$ cat src/rtl/clk_period_meter_if.sv
// clk_period_meter_if: control inputs and measurement results of clk_period_meter.
//   enable    - measurement enable (driven by the consumer)
//   sig_in    - asynchronous waveform under measurement
//   period    - clk cycles between the last two rising edges of sig_in
//   high_time - clk cycles from a rising edge to the following falling edge
//   valid     - one-cycle strobe when period/high_time update
//   timeout   - level, no rising edge seen within TIMEOUT cycles
// Modports: master = the meter itself, slave = the consumer of the results.
interface clk_period_meter_if #(
  parameter int unsigned WIDTH = 32
);
  logic             enable;
  logic             sig_in;
  logic [WIDTH-1:0] period;
  logic [WIDTH-1:0] high_time;
  logic             valid;
  logic             timeout;

  modport master (
    input  enable, sig_in,
    output period, high_time, valid, timeout
  );

  modport slave (
    output enable, sig_in,
    input  period, high_time, valid, timeout
  );
endinterface

$ cat src/rtl/clk_period_meter.sv
// clk_period_meter: measures period and high time of an asynchronous input,
// counted in clk cycles. Results are held registers with a one-cycle valid
// strobe; timeout flags a stalled or missing input.
// Ports:
//   clk   - system clock, all state on its rising edge
//   reset - asynchronous, active-high; clears all state
//   bus   - clk_period_meter_if.master (enable, sig_in in; results out)
module clk_period_meter #(
  parameter int unsigned WIDTH   = 32,
  parameter int unsigned TIMEOUT = 1_000_000
) (
  input  logic                  clk,
  input  logic                  reset,
  clk_period_meter_if.master    bus
);

  typedef enum logic [1:0] {
    IDLE,
    ARM,
    MEASURE
  } state_t;

  localparam logic [WIDTH-1:0] TMO = WIDTH'(TIMEOUT);
  localparam logic [WIDTH-1:0] ONE = WIDTH'(1);

  state_t           state, state_d;
  logic             s1, s2, s3;
  logic             rise, fall;
  logic [WIDTH-1:0] cnt, cnt_d;
  logic [WIDTH-1:0] hi, hi_d;
  logic [WIDTH-1:0] period_q, period_d;
  logic [WIDTH-1:0] high_q, high_d;
  logic             valid_q, valid_d;
  logic             timeout_q, timeout_d;

  // s1/s2 form the synchronizer; s3 is the delayed copy for edge detection.
  // The synchronizer runs regardless of enable.
  always_ff @(posedge clk or posedge reset) begin
    if (reset) begin
      s1 <= 1'b0;
      s2 <= 1'b0;
      s3 <= 1'b0;
    end else begin
      s1 <= bus.sig_in;
      s2 <= s1;
      s3 <= s2;
    end
  end

  assign rise = s2 & ~s3;
  assign fall = ~s2 & s3;

  always_ff @(posedge clk or posedge reset) begin
    if (reset) begin
      state     <= IDLE;
      cnt       <= '0;
      hi        <= '0;
      period_q  <= '0;
      high_q    <= '0;
      valid_q   <= 1'b0;
      timeout_q <= 1'b0;
    end else begin
      state     <= state_d;
      cnt       <= cnt_d;
      hi        <= hi_d;
      period_q  <= period_d;
      high_q    <= high_d;
      valid_q   <= valid_d;
      timeout_q <= timeout_d;
    end
  end

  // Priority: enable = 0 > rise > timeout > fall.
  always_comb begin
    state_d   = state;
    cnt_d     = cnt;
    hi_d      = hi;
    period_d  = period_q;
    high_d    = high_q;
    valid_d   = 1'b0;
    timeout_d = timeout_q;

    if (!bus.enable) begin
      state_d = IDLE;
      cnt_d   = '0;
      hi_d    = '0;
    end else begin
      case (state)
        IDLE: begin
          state_d = ARM;
          cnt_d   = '0;
          hi_d    = '0;
        end
        ARM: begin
          // The first rise only starts the measurement; cnt runs here
          // solely so a missing input is flagged.
          if (rise) begin
            cnt_d   = ONE;
            state_d = MEASURE;
          end else if (cnt == TMO) begin
            timeout_d = 1'b1;
            cnt_d     = '0;
          end else begin
            cnt_d = cnt + ONE;
          end
        end
        MEASURE: begin
          if (rise) begin
            period_d  = cnt;
            high_d    = hi;
            valid_d   = 1'b1;
            timeout_d = 1'b0;
            cnt_d     = ONE;
          end else if (cnt == TMO) begin
            timeout_d = 1'b1;
            cnt_d     = '0;
            hi_d      = '0;
            state_d   = ARM;
          end else begin
            cnt_d = cnt + ONE;
            if (fall) begin
              hi_d = cnt;
            end
          end
        end
        default: begin
          state_d = IDLE;
          cnt_d   = '0;
          hi_d    = '0;
        end
      endcase
    end
  end

  assign bus.period    = period_q;
  assign bus.high_time = high_q;
  assign bus.valid     = valid_q;
  assign bus.timeout   = timeout_q;

endmodule

$ cat src/flat_wrapper.sv
// flat-port wrapper written by rule: the top's interface ports become plain ports
module clk_period_meter_flat 
#(
  parameter int unsigned WIDTH   = 32,
  parameter int unsigned TIMEOUT = 1_000_000
)
  (clk, reset, bus_enable, bus_sig_in, bus_period, bus_high_time, bus_valid, bus_timeout);
  clk_period_meter_if #(.WIDTH(WIDTH)) bus_i ();
  input  logic clk;
  input  logic reset;
  input wire logic [$bits(bus_i.enable)-1:0] bus_enable;
  input wire logic [$bits(bus_i.sig_in)-1:0] bus_sig_in;
  output wire logic [$bits(bus_i.period)-1:0] bus_period;
  output wire logic [$bits(bus_i.high_time)-1:0] bus_high_time;
  output wire logic [$bits(bus_i.valid)-1:0] bus_valid;
  output wire logic [$bits(bus_i.timeout)-1:0] bus_timeout;
  assign bus_i.enable = bus_enable;
  assign bus_i.sig_in = bus_sig_in;
  assign bus_period = bus_i.period;
  assign bus_high_time = bus_i.high_time;
  assign bus_valid = bus_i.valid;
  assign bus_timeout = bus_i.timeout;
  clk_period_meter #(.WIDTH(WIDTH), .TIMEOUT(TIMEOUT)) u_core (.clk(clk), .reset(reset), .bus(bus_i));
endmodule
$ cat config.mk
export PLATFORM = sky130hd
export DESIGN_NAME = clk_period_meter_flat
export DESIGN_NICKNAME = d
export VERILOG_FILES = /design/src/rtl/clk_period_meter_if.sv /design/src/rtl/clk_period_meter.sv /design/src/flat_wrapper.sv
export SDC_FILE = /design/constraint.sdc
export NUM_CORES = 1
export LEC_CHECK = 0
export BUFFER_PORTS_ARGS = -buffer_cell sky130_fd_sc_hd__buf_2
export CORE_MARGIN = 4
export CORE_UTILIZATION = 30
export DETAILED_ROUTE_END_ITERATION = 10
export GPL_TIMING_DRIVEN = 0
export PLACE_DENSITY_LB_ADDON = 0.08
export SLEW_MARGIN = 5
export SYNTH_ARGS = -nofsm -noshare
export SYNTH_HDL_FRONTEND = slang
export SYNTH_SLANG_ARGS = --single-unit
$ cat constraint.sdc
create_clock -name clk -period 4.3 [get_ports clk]
set_input_delay 0.43 -clock clk [delete_from_list [all_inputs] [get_ports clk]]
set_output_delay 0.43 -clock clk [all_outputs]
set_load 0.01 [all_outputs]
==> impl_metrics.py <==
metrics = {
    "synth": {
        "netlist_top_cells_count": "194 x nand2_1, 135 x dfrtp_1, 38 x nor2_1",
        "ys_ff_latch": 135,
        "avgSynthCellArea_um2": 10.1,
        "synthCells": 557,
        "yosysTopAreaCellShare": 0.600,
        "synth.distinct_cells": 41,
        "synth.area.top_cells": "dfrtp_1 60%, nand2_1 13%, a22o_1 5.0%",
        "yosysWarningCount": 0,
        "yosysTopAreaCell": "dfrtp_1",
        "synth_most_common_cell": "nand2_1",
        "ys_async_sr_fraction": 1.00,
        "yosysSeqAreaShare": 0.600,
        "synthesis.nets": 567,
        "mappedNetlistArea_mm2": 0.00563,
        "synth_flop_cell": "dfrtp_1",
        "synth_enable_flop_cells": 0,
    },
    "worst_setup_path": {
        "max_stage_delay_ns": 0.46,
        "worstSetupStartpointType": "flop",
        "reg2reg_depth": 10,
        "critical_path_arrival_ns": 2.85,
        "rr_endpoint": "u_core.hi[22]$_DFFE_PP0P_",
        "cp_cell_sequence": "inv_1 > ha_1 > nand2_1 > or2_1 > buf_4 > inv_2 > a21oi_2 > nor4b_4 > buf_4 > a22o_1",
        "crit_type": "flop to flop",
        "slowest_stage": "nor4b_4",
        "worstSetupStartpoint": "u_core.state[0]$_DFFE_PP0P_",
        "end_kind": "flop",
        "endpoint": "u_core.hi[22]$_DFFE_PP0P_",
        "cp_common_cell": "buf_4",
        "reg2reg_slack_ns": 1.80,
        "cp.depth": 10,
        "timing.rr.start": "u_core.state[0]$_DFFE_PP0P_",
        "path_buf_inv": 4,
        "worstPathRequired_ns": 4.66,
        "cp_max_fo": 10,
        "cp_top_family": "simple AND/OR/NAND/NOR gates",
    },
    "drt": {
        "drt-vias-per-instance": 4.51,
        "wl_per_cell_um": 15.2,
        "drtPass1Iterations": 4,
        "ant_nets": 0,
        "vias": 4003,
        "drc": 0,
        "routed_wl_um": 13500,
        "drt_iter0_markers": 269,
    },
    "floorplanning": {
        "fp-row-count": 49,
        "dieWidth_um": 145,
        "start_util": 0.309,
        "die_h_um": 145,
        "core_mm2": 0.0182,
        "die_area_mm2": 0.0210,
        "ios": 70,
    },
    "layout": {
        "area_growth_pct": 23.2,
        "insertedDiodeCount": 0,
        "finalNonFillerCells": 888,
        "final_layout_size_suffix_gt1_frac": 0.202,
        "nets": 656,
    },
    "global_route": {
        "antenna_found_initial": 0,
        "grt_pass1_wl_um": 23100,
        "grt_use_total": 0.137,
        "grt_max_degree": 86,
        "overflow": 0,
        "grt_pass1_vias": 4319,
    },
    "timing": {
        "slew_headroom": 0.652,
        "skew_ns": 0.0136,
        "tightest_slew_ns": 0.522,
        "post-route-min-period_ns": 2.50,
        "slew_viol_final": 0,
        "fmax_ghz": 0.400,
        "finalSetupViolations": 0,
        "rsz0062_at_grt": "false",
        "setup_tns_ns": 0,
        "hold_viol": 0,
        "finalCritPeriodShare": 0.581,
        "whs_ns": 0.0393,
    },
    "power_and_ir_drop": {
        "total_power_mw": 3.16,
        "peakVddDrop_mv": 0.296,
        "p_leak_nw": 3.55,
        "power.density_mw_per_mm2": 456,
    },
    "cts": {
        "ctsHoldBuffers": 0,
        "cts_tree": "done",
        "postCtsSetupBuffers": 0,
        "cts_buffers": 17,
        "clockBufferDepth": 2,
        "root_buffer": "clkbuf_16",
        "cts-resized-gates": 0,
        "clock_latency_ns": 0.42,
        "htreeDepth": 4,
        "clock_sinks": 135,
        "clk_pin_slew_ns": 0.06,
    },
    "worst_hold_path": {
        "hold_path.class": "primary input to asynchronous set/reset pin",
    },
    "place": {
        "place_inst": 856,
        "io_buffer_count": 69,
        "gp_routability_congestion": 0.764,
        "dp_hpwl_um": 9310,
    },
    "run_status": {
        "status": "completed",
    },
    "run": {
        "cap_violations": 0,
    },
}
==> cells by family after synthesis <==
kind of cell | share of synthesized area
AND/OR/NAND/NOR | 0.235
flip-flops | 0.600
buffers and inverters | 0.0374
AO/OA/AOI/OAI | 0.0649
XOR/XNOR | 0.0467
adder cells (fa/ha/maj) | 0.0133
multiplexers | 0.00178
==> registers in the layout, summed over array words and instances, names as in the netlist <==
name                  flops
u_core.state              2
u_core.bus.timeout        1
u_core.cnt               32
u_core.s3                 1
u_core.bus.period        32
u_core.hi                32
u_core.bus.high_time     32
u_core.bus.valid          1
u_core.s1                 1
u_core.s2                 1
==> power by group <==
part	leakage (nW)	switching [mW]	internal (mW)
Combinational	1.37	0.201	0.0774
Clock	0.312	0.555	1.01
Sequential	1.88	0.0220	1.29
==> per-stage QoR <==
stage | area, um^2 | setup WS [ns] | utilization
floorplan | 5630 | 0.259 | -
global placement | 6260 | -1.45 | 0.344
detailed placement | 6290 | 1.78 | 0.345
CTS | 6930 | 1.76 | 0.381
global route | 6930 | 1.63 | 0.381
finish | 6930 | 1.80 | 0.381
==> layout make-up <==
| class | count | area (um^2) |
|---|---|---|
| fillers | 1815 | 11300 |
| flip-flops and latches | 135 | 3380 |
| multi-input cells | 375 | 2040 |
| clock buffers | 20 | 467 |
| repair buffers | 70 | 373 |
| well taps | 229 | 287 |
| clock inverters | 12 | 173 |
| plain buffers | 36 | 169 |
| inverters | 11 | 46.3 |
==> metal layers <==
| metal | routed length (um) | up-vias | track usage |
|---|---|---|---|
| met5 | 0 | - | 0 |
| met4 | 213 | 0 | 0.0504 |
| met3 | 544 | 15 | 0.0368 |
| met2 | 5980 | 70 | 0.209 |
| met1 | 6760 | 1910 | 0.189 |
| li1 | - | 2008 | - |
==> worst min path at each step <==
stage                         from                              endpoint
3_3_place_gp   u_core.s1$_DFF_PP0_                   u_core.s2$_DFF_PP0_
5_1_grt                      reset  u_core.bus.high_time[17]$_DFFE_PP0P_
3_5_place_dp   u_core.s1$_DFF_PP0_                   u_core.s2$_DFF_PP0_
2_1_floorplan  u_core.s1$_DFF_PP0_                   u_core.s2$_DFF_PP0_
6_report                     reset  u_core.bus.high_time[17]$_DFFE_PP0P_
4_1_cts                      reset  u_core.bus.high_time[17]$_DFFE_PP0P_
==> cells in the final DEF (no fill, tap or decap), types with 3 or more instances in the layout <==
master / instances
a22o_1: 32
and3_1: 3
and4_1: 6
buf_2: 81
buf_4: 5
bufinv_16: 4
clkbuf_1: 18
clkbuf_16: 17
clkbuf_8: 3
clkinv_2: 4
dfrtp_1: 135
ha_1: 6
inv_1: 9
nand2_1: 194
nand2b_1: 4
nand3_1: 9
nand4_1: 11
nor2_1: 38
nor3_1: 6
nor3_2: 3
nor4_1: 3
nor4b_1: 4
o21ai_0: 6
xnor2_1: 21
xor2_1: 9
No activity file was read; power rests on OpenSTA's default activity.
